### config.mk
export PLATFORM = sky130hd
export DESIGN_NAME = pmcc_matrix_receiver_flat
export DESIGN_NICKNAME = d
export VERILOG_FILES = /design/src/rtl/pmcc_matrix_receiver_pkg.sv /design/src/rtl/pmcc_matrix_receiver_if.sv /design/src/rtl/pmcc_matrix_receiver_counter.sv /design/src/rtl/pmcc_matrix_receiver.sv /design/src/flat_wrapper.sv
export SDC_FILE = /design/constraint.sdc
export NUM_CORES = 1
export LEC_CHECK = 0
export CAP_MARGIN = 20
export CORE_UTILIZATION = 30
export DETAILED_ROUTE_END_ITERATION = 6
export MAX_ROUTING_LAYER = met4
export SYNTH_ARGS = -nofsm -noshare
export SYNTH_HDL_FRONTEND = slang
export SYNTH_SLANG_ARGS = --single-unit
### constraint.sdc
create_clock -name clk -period 1.9 [get_ports clk]
set_clock_uncertainty 0.05 [all_clocks]
set_input_delay 0.57 -clock clk [delete_from_list [all_inputs] [get_ports clk]]
set_output_delay 0.57 -clock clk [all_outputs]
set_load 0.03 [all_outputs]
### src/rtl/pmcc_matrix_receiver_pkg.sv
// Shared definitions for the PMC matrix-control bundle, pixel-column side.
// Holds the default geometry and the bit map of the 16-bit control word.
// The controller side uses the same control-word map.
package pmcc_matrix_pkg;

  localparam int DEF_PIXELS   = 8;
  localparam int DEF_CFG_BITS = 8;
  localparam int DEF_CNT_BITS = 8;

  localparam int CFG_LEN = DEF_PIXELS * DEF_CFG_BITS;
  localparam int CNT_LEN = DEF_PIXELS * DEF_CNT_BITS;

  // 16-bit control word bit positions
  localparam int RES_MSB   = 15;
  localparam int RES_LSB   = 6;
  localparam int WRITE_CFG = 5;
  localparam int STROBE    = 4;
  localparam int GATE      = 3;
  localparam int SHB       = 2;
  localparam int SHA       = 1;
  localparam int CLKSH     = 0;

  localparam int RES_W  = RES_MSB - RES_LSB + 1;
  localparam int CTRL_W = 16;

endpackage

### src/rtl/pmcc_matrix_receiver_if.sv
// Matrix-control bundle between the PMC coprocessor (master) and one pixel
// column (slave).
//   master drives: clk_sh, sh_a, sh_b, write_cfg, strobe, gate, res, din, hit
//   slave drives : dout, cfg, res_q, conflict
interface pmcc_matrix_if
  import pmcc_matrix_pkg::*;
#(
  parameter int PIXELS   = DEF_PIXELS,
  parameter int CFG_BITS = DEF_CFG_BITS
);

  logic                         clk_sh;
  logic                         sh_a;
  logic                         sh_b;
  logic                         write_cfg;
  logic                         strobe;
  logic                         gate;
  logic [RES_W-1:0]             res;
  logic                         din;
  logic [PIXELS-1:0]            hit;
  logic                         dout;
  logic [PIXELS*CFG_BITS-1:0]   cfg;
  logic [RES_W-1:0]             res_q;
  logic                         conflict;

  modport master (
    output clk_sh, sh_a, sh_b, write_cfg, strobe, gate, res, din, hit,
    input  dout, cfg, res_q, conflict
  );

  modport slave (
    input  clk_sh, sh_a, sh_b, write_cfg, strobe, gate, res, din, hit,
    output dout, cfg, res_q, conflict
  );

endinterface

### src/rtl/pmcc_matrix_receiver_counter.sv
// One pixel's saturating, gated hit counter with synchronous clear.
//   clk, rst : clock, synchronous active-high reset
//   en_i     : count this cycle (gate & hit)
//   clr_i    : clear (strobe transfer); a hit in the same cycle leaves 1
//   cnt_o    : current count
module pmcc_pixel_counter #(
  parameter int CNT_BITS = 8
) (
  input  logic                clk,
  input  logic                rst,
  input  logic                en_i,
  input  logic                clr_i,
  output logic [CNT_BITS-1:0] cnt_o
);

  localparam logic [CNT_BITS-1:0] ONE = {{(CNT_BITS-1){1'b0}}, 1'b1};

  logic [CNT_BITS-1:0] cnt_q, cnt_d;

  always_comb begin
    cnt_d = cnt_q;
    if (clr_i)
      // the value being transferred excludes this cycle's hit; it restarts the count
      cnt_d = en_i ? ONE : '0;
    else if (en_i && (cnt_q != '1))
      cnt_d = cnt_q + ONE;
  end

  always_ff @(posedge clk) begin
    if (rst) cnt_q <= '0;
    else     cnt_q <= cnt_d;
  end

  assign cnt_o = cnt_q;

endmodule

### src/rtl/pmcc_matrix_receiver.sv
// Pixel-column end of the PMC matrix-control bundle.
// Registers the control levels once, detects rising edges against a delayed
// copy, and drives a serial config chain with parallel latch, per-pixel
// gated hit counters, and a serial readout chain.
//   clk, rst : clock, synchronous active-high reset
//   mx       : control bundle (slave side), see pmcc_matrix_if
module pmcc_matrix_receiver
  import pmcc_matrix_pkg::*;
#(
  parameter int PIXELS   = DEF_PIXELS,
  parameter int CFG_BITS = DEF_CFG_BITS,
  parameter int CNT_BITS = DEF_CNT_BITS
) (
  input  logic          clk,
  input  logic          rst,
  pmcc_matrix_if.slave  mx
);

  localparam int CFG_W = PIXELS * CFG_BITS;
  localparam int CNT_W = PIXELS * CNT_BITS;

  // delayed-copy slots for the edge-detected inputs
  localparam int DLY_CLKSH = 0;
  localparam int DLY_WCFG  = 1;
  localparam int DLY_STRB  = 2;

  // sample stage: the control word as it would travel on the bus
  logic [CTRL_W-1:0] s_ctrl_q, s_ctrl_d;
  logic [2:0]        s_dly_q, s_dly_d;
  logic              s_din_q;

  logic [CFG_W-1:0]  cfg_chain_q, cfg_chain_d;
  logic [CNT_W-1:0]  rd_chain_q, rd_chain_d;
  logic [CFG_W-1:0]  cfg_q, cfg_d;
  logic [RES_W-1:0]  res_q, res_d;
  logic              conflict_q, conflict_d;

  logic rise_clk_sh, rise_wcfg, rise_strobe, sel_a, sel_b;

  logic [PIXELS-1:0]               cnt_en;
  logic [PIXELS-1:0][CNT_BITS-1:0] cnt;

  always_comb begin
    s_ctrl_d                  = '0;
    s_ctrl_d[RES_MSB:RES_LSB] = mx.res;
    s_ctrl_d[WRITE_CFG]       = mx.write_cfg;
    s_ctrl_d[STROBE]          = mx.strobe;
    s_ctrl_d[GATE]            = mx.gate;
    s_ctrl_d[SHB]             = mx.sh_b;
    s_ctrl_d[SHA]             = mx.sh_a;
    s_ctrl_d[CLKSH]           = mx.clk_sh;
    s_dly_d[DLY_CLKSH]        = s_ctrl_q[CLKSH];
    s_dly_d[DLY_WCFG]         = s_ctrl_q[WRITE_CFG];
    s_dly_d[DLY_STRB]         = s_ctrl_q[STROBE];
  end

  assign rise_clk_sh = s_ctrl_q[CLKSH]     & ~s_dly_q[DLY_CLKSH];
  assign rise_wcfg   = s_ctrl_q[WRITE_CFG] & ~s_dly_q[DLY_WCFG];
  assign rise_strobe = s_ctrl_q[STROBE]    & ~s_dly_q[DLY_STRB];
  assign sel_a       = s_ctrl_q[SHA] & ~s_ctrl_q[SHB];
  assign sel_b       = s_ctrl_q[SHB] & ~s_ctrl_q[SHA];

  // hit is already synchronous to clk, so it is used raw against the sampled gate
  assign cnt_en = {PIXELS{s_ctrl_q[GATE]}} & mx.hit;

  for (genvar i = 0; i < PIXELS; i++) begin : g_pix
    pmcc_pixel_counter #(.CNT_BITS(CNT_BITS)) u_cnt (
      .clk   (clk),
      .rst   (rst),
      .en_i  (cnt_en[i]),
      .clr_i (rise_strobe),
      .cnt_o (cnt[i])
    );
  end

  always_comb begin
    cfg_chain_d = cfg_chain_q;
    if (rise_clk_sh && sel_a)
      cfg_chain_d = {cfg_chain_q[CFG_W-2:0], s_din_q};

    // strobe load takes priority over a coincident readout shift
    rd_chain_d = rd_chain_q;
    if (rise_strobe)
      rd_chain_d = cnt;
    else if (rise_clk_sh && sel_b)
      rd_chain_d = {rd_chain_q[CNT_W-2:0], s_din_q};

    // latch sees the pre-shift chain even when a shift lands on the same edge
    cfg_d = cfg_q;
    res_d = res_q;
    if (rise_wcfg) begin
      cfg_d = cfg_chain_q;
      res_d = s_ctrl_q[RES_MSB:RES_LSB];
    end

    conflict_d = conflict_q | (rise_clk_sh & s_ctrl_q[SHA] & s_ctrl_q[SHB]);
  end

  always_ff @(posedge clk) begin
    if (rst) begin
      s_ctrl_q    <= '0;
      s_dly_q     <= '0;
      s_din_q     <= 1'b0;
      cfg_chain_q <= '0;
      rd_chain_q  <= '0;
      cfg_q       <= '0;
      res_q       <= '0;
      conflict_q  <= 1'b0;
    end else begin
      s_ctrl_q    <= s_ctrl_d;
      s_dly_q     <= s_dly_d;
      s_din_q     <= mx.din;
      cfg_chain_q <= cfg_chain_d;
      rd_chain_q  <= rd_chain_d;
      cfg_q       <= cfg_d;
      res_q       <= res_d;
      conflict_q  <= conflict_d;
    end
  end

  assign mx.dout     = sel_a ? cfg_chain_q[CFG_W-1] :
                       sel_b ? rd_chain_q[CNT_W-1]  : 1'b0;
  assign mx.cfg      = cfg_q;
  assign mx.res_q    = res_q;
  assign mx.conflict = conflict_q;

endmodule

### src/flat_wrapper.sv
// flat-port wrapper written by rule: the top's interface ports become plain ports
module pmcc_matrix_receiver_flat import pmcc_matrix_pkg::*;
#(
  parameter int PIXELS   = DEF_PIXELS,
  parameter int CFG_BITS = DEF_CFG_BITS,
  parameter int CNT_BITS = DEF_CNT_BITS
)
  (clk, rst, mx_clk_sh, mx_sh_a, mx_sh_b, mx_write_cfg, mx_strobe, mx_gate, mx_res, mx_din, mx_hit, mx_dout, mx_cfg, mx_res_q, mx_conflict);
  pmcc_matrix_if #(.PIXELS(PIXELS), .CFG_BITS(CFG_BITS)) mx_i ();
  input  logic clk;
  input  logic rst;
  input wire logic [$bits(mx_i.clk_sh)-1:0] mx_clk_sh;
  input wire logic [$bits(mx_i.sh_a)-1:0] mx_sh_a;
  input wire logic [$bits(mx_i.sh_b)-1:0] mx_sh_b;
  input wire logic [$bits(mx_i.write_cfg)-1:0] mx_write_cfg;
  input wire logic [$bits(mx_i.strobe)-1:0] mx_strobe;
  input wire logic [$bits(mx_i.gate)-1:0] mx_gate;
  input wire logic [$bits(mx_i.res)-1:0] mx_res;
  input wire logic [$bits(mx_i.din)-1:0] mx_din;
  input wire logic [$bits(mx_i.hit)-1:0] mx_hit;
  output wire logic [$bits(mx_i.dout)-1:0] mx_dout;
  output wire logic [$bits(mx_i.cfg)-1:0] mx_cfg;
  output wire logic [$bits(mx_i.res_q)-1:0] mx_res_q;
  output wire logic [$bits(mx_i.conflict)-1:0] mx_conflict;
  assign mx_i.clk_sh = mx_clk_sh;
  assign mx_i.sh_a = mx_sh_a;
  assign mx_i.sh_b = mx_sh_b;
  assign mx_i.write_cfg = mx_write_cfg;
  assign mx_i.strobe = mx_strobe;
  assign mx_i.gate = mx_gate;
  assign mx_i.res = mx_res;
  assign mx_i.din = mx_din;
  assign mx_i.hit = mx_hit;
  assign mx_dout = mx_i.dout;
  assign mx_cfg = mx_i.cfg;
  assign mx_res_q = mx_i.res_q;
  assign mx_conflict = mx_i.conflict;
  pmcc_matrix_receiver #(.PIXELS(PIXELS), .CFG_BITS(CFG_BITS), .CNT_BITS(CNT_BITS)) u_core (.clk(clk), .rst(rst), .mx(mx_i));
endmodule
-- Word-level counts from Yosys, hierarchy flattened
Cells that the tools add are included.
- input bits: 27
- word-level logic and storage cells: 93
- register bits: 287
- add/subtract/negate cells: 8
- eq/ne operators: 8
- reductions and logical operators: 19
- bitwise gates (word level): 14
- muxes and demuxes: 28
- operator list (operator ; number):
    two-way mux 64 bit ; 2
    two-way mux 8 bit ; 16
    adder 8 x 1 -> 8 bit, second input constant ; 8
    inequality test 8 bit, second input constant ; 8
    nonzero test 2 bit ; 9
    logical AND 1 bit ; 10
    two-way mux 1 bit ; 10
    AND 8 bit ; 1
    AND 1 bit ; 7
    NOT 1 bit ; 5
    OR 1 bit ; 1

-- Longest topological paths before layout
- depth after elaboration: 5
- mapped depth: 6
- mapped depth without buffers: 5

-- By module
Synthesis repeated with hierarchy kept, for this count alone.
- cells, all modules: 1449
- area, all modules: 12513.3 µm²
- modules (own cells, without submodules) (module ; instances ; area each (µm²) ; cells an instance ; seq. area each (µm²)):
    pmcc_matrix_receiver ; 1 ; 8959.8 ; 1025 ; 4464.3
    pmcc_pixel_counter ; 8 ; 444.2 ; 53 ; 160.2

-- Worst setup path after synthesis
No wires, ideal clock.
- path type: input-to-reg
- start point: in rst
- end point: reg u_core.g_pix[1].u_cnt.cnt_q[3]
- arrival time: 1.555 ns
- cell stages on the path: 5
- data required time: 1.790 ns
- setup time: 0.060 ns
- slack: 0.235 ns
- cells stage by stage: buf_2 > nand2b_1 > clkbuf_1 > or4_1 > nand2_1
- RTL lines (what ; line ; text):
    from (decl) ; flat_wrapper.sv:11 ; input logic rst;
    to (signal assigned) ; pmcc_matrix_receiver_counter.sv:31 ; else cnt_q <= cnt_d;
    to (decl) ; pmcc_matrix_receiver_counter.sv:18 ; logic [CNT_BITS-1:0] cnt_q, cnt_d;

-- Final worst setup path
- start point: reg u_core.s_ctrl_q[2]
- end point: out mx_dout
- cells in the longest elaborated chain, start to end: 3
- RTL lines (what ; line ; text):
    from (decl) ; pmcc_matrix_receiver.sv:28 ; logic [CTRL_W-1:0] s_ctrl_q, s_ctrl_d;
    from (signal assigned) ; pmcc_matrix_receiver.sv:110 ; s_ctrl_q <= s_ctrl_d;
    AND 1 bit / NOT 1 bit (equally long branches) ; pmcc_matrix_receiver.sv:61, pmcc_matrix_receiver.sv:60 ;
    two-way mux 1 bit / AND 1 bit (equally long branches) ; pmcc_matrix_receiver.sv:122, pmcc_matrix_receiver.sv:60 ;
    two-way mux 1 bit * ; pmcc_matrix_receiver.sv:121 ; assign mx.dout = sel_a ? cfg_chain_q[CFG_W-1] :
    to (decl) ; flat_wrapper.sv:21 ; output wire logic [$bits(mx_i.dout)-1:0] mx_dout;
Mark *: on every way between the ends. The rest lies on a longest branch, timed or not.

==> metrics.txt <==
Max-Cap Viols=0; Post-synth EDFFs=0; H-Tree Depth=2; Post-Syn Area=0.0112 mm^2; Hold Violations, Final=0; leading cell type in the layout, fill and taps excluded=nand2_1; drt wl/cell=13.4 um; Post-Synth XOR/XNOR Area=2.03%; core area=0.0367 mm^2; Main synth FF type=dfxtp_1; CP Max Fanout=3; Crit path required time=1.28 ns; DR iter-0 viols=471; gr ovfl total=0; die height=195 um; worst setup margin=-0.0601 ns; synthesized netlist cell count=1363; failing checks=negative setup slack; main combinational cell family by area after synthesis=simple AND/OR/NAND/NOR gates; FILL cells=3715; first-pass GRT wire length=44.0 mm; Final period util=103%; Slew Limit Fails=0; post-route ant nets=0; PortBufs=102; share of cells above drive strength 1=10.4%; CP startpoint kind=flip-flop; vias in the first global route=9031; leakage power=4.82 nW; sequential area share after synthesis=51.2%; CP endpoint kind=output port; Final #Nets=1491; total number of vias=9580; CTS Buf Count=34; largest net degree at the start of global routing=94; design area=0.0142 mm^2; synthesis-to-finish area growth=26.1%; area leader, netlist=dfxtp_1; Setup CP Type=flip-flop to output port; gr usage total=14.1%; synthesized flop and latch total=287; CP max-delay cell=dfxtp_2; row count=70; post-synthesis compound-gate area fraction=16.6%; WHS=0.380 ns; library cells used by synthesis=47; GPL Wtd Cong=0.826; top cells by area, synth=dfxtp_1 51%, nand2_1 14%, a21oi_1 7.1%; setup violators final=1; antenna violations before repair=1; syn_nets=1398; Async SR Flop Fraction=0%; Max IR drop VDD=723 uV; vias per cell=4.92; DP Area=0.0130 mm^2; PwrDens=978 mW/mm^2; CTS tree=done; first-pass iteration count of the detailed router=4; Max-slew headroom=73.8%; Worst-Skew Late Latency=0.51 ns; CP peak stage delay=0.36 ns; IO Pins=103; crit-path cells=nor2b_4 > a22o_1 > buf_6; mux share of post-synthesis cell area=0.713%; initial core utilization=30.6%; commonest non-fill, non-tap cells in the layout=422 x nand2_1, 285 x dfxtp_1, 159 x a21oi_1; Max Buffers Root-to-Sink=3; Arr. time, crit path=1.34 ns; die width=195 um; Avg Inst Size Synth=8.24 um^2; synth warn=0; RSZ-0062 raised after global routing=true; Sequential Area=0.00575 mm^2; multi-input logic area=0.00514 mm^2; area share of the largest cell type after synthesis=51.2%; hpwl dp=16.2 mm; class of the worst hold path=flip-flop to flip-flop; FMAX=510 MHz; final WL=26.2 mm; clock edge transition at the registers on the reported setup and hold paths=0.06 ns; Die Area=0.0382 mm^2; Worst-Margin Slew=0.392 ns; adder-cell share of the synthesized area=0.892%; status=finished, violations left; Tmin final=1.96 ns; simple logic cell fraction of the synthesized area=25.1%; DRC viols=0; Root Driver=clkbuf_16; Total Power=13.8 mW; CTS Sinks=287
-- cells by family (layout without fill, tap and decap cells) --
family,after synthesis,after routing
AND/OR/NAND/NOR,654,654
flip-flops,287,287
AO/OA/AOI/OAI,285,285
buffers and inverters,95,211
XOR/XNOR,26,26
adder cells (fa/ha/maj),8,8
multiplexers,8,8
other,0,1
-- routing by layer --
metal | global-route usage [%] | vias to the layer above | routed length (um)
li1 | - | 4900 | -
met1 | 18.6 | 4478 | 13000
met2 | 22.0 | 173 | 11600
met3 | 2.82 | 29 | 1160
met4 | 3.70 | 0 | 342
met5 | - | - | 0
-- synthesized netlist by cell type, types with 7 or more instances --
cell type / instances
nor2_1: 100
clkbuf_1: 57
buf_1: 12
nand2_1: 423
nand4_1: 15
a21oi_1: 159
a311oi_1: 64
dfxtp_1: 287
and4_1: 8
xor2_1: 16
ha_1: 8
and3_1: 7
buf_2: 22
nor2b_1: 25
xnor2_1: 10
o211ai_1: 17
mux2i_1: 8
or4_1: 14
nand3_1: 32
-- worst max-delay path: cells and delay by family, from the launching register on --
family	cells	cell delay, ns
and+or+nand+nor	1	0.16
AOI/OAI and AO/OA	1	0.17
DFF	1	0.36
buffers and inverters	1	0.15
-- what timing repair did --
item,4_1_cts,5_1_grt
resized for setup,122,45
setup endpoints to repair,76,45
setup buffers,2,0
hold buffers,0,0
pin swaps,1,0
-- worst paths after layout --
path | start | cells after the start | to | slack (ns)
hold reg to reg | u_core.s_ctrl_q[14]$_SDFF_PP0_ | 2 | u_core.mx.res_q[8]$_SDFFE_PP0P_ | 0.38
setup reg to reg | u_core.g_pix[3].u_cnt.cnt_o[1]$_SDFFE_PP0P_ | 6 | u_core.g_pix[3].u_cnt.cnt_o[1]$_SDFFE_PP0P_ | 0.14
setup / recovery | u_core.s_ctrl_q[2]$_SDFF_PP0_ | 3 | mx_dout | -0.06
hold / removal | u_core.s_ctrl_q[14]$_SDFF_PP0_ | 2 | u_core.mx.res_q[8]$_SDFFE_PP0P_ | 0.38
-- flip-flops by register name, summed over array words and instances, names as in the netlist --
name and flops:
u_core.cfg_chain_q 64, u_core.s_ctrl_q 16, u_core.g_pix.u_cnt.cnt_o 64, u_core.mx.cfg 64
u_core.mx.res_q 10, u_core.mx.conflict 1, u_core.s_dly_q 3, u_core.rd_chain_q 64
u_core.s_din_q 1
-- power by group --
group | total (mW) | switching, mW | internal (mW)
logic | 0.763 | 0.464 | 0.299
clock network | 6.84 | 2.52 | 4.31
registers | 6.24 | 0.0790 | 6.16
total | 13.8 | 3.07 | 10.8
-- per-stage QoR --
stage                     setup slack [ns]  setup TNS, ns  util, %  cells
after global placement              -0.153         -0.933     35.4   1886
final                              -0.0601        -0.0601     38.6   1948
after CTS                          -0.0696        -0.0696     38.6   1947
after floorplan                      0.235              0        -   1363
after global routing                -0.118         -0.118     38.6   1948
after detailed placement            -0.140          -1.32     35.4   1886
-- area by class of cell --
type	instances	share of cell area [%]
multi-input cells	981	36.3
clock inverters	12	1.22
diodes	1	0.0177
repair buffers	149	10.4
clock buffers	47	7.23
inverters	3	0.0796
flip-flops and latches	287	40.6
well taps	468	4.14
Power figures use the tool's default switching activity.
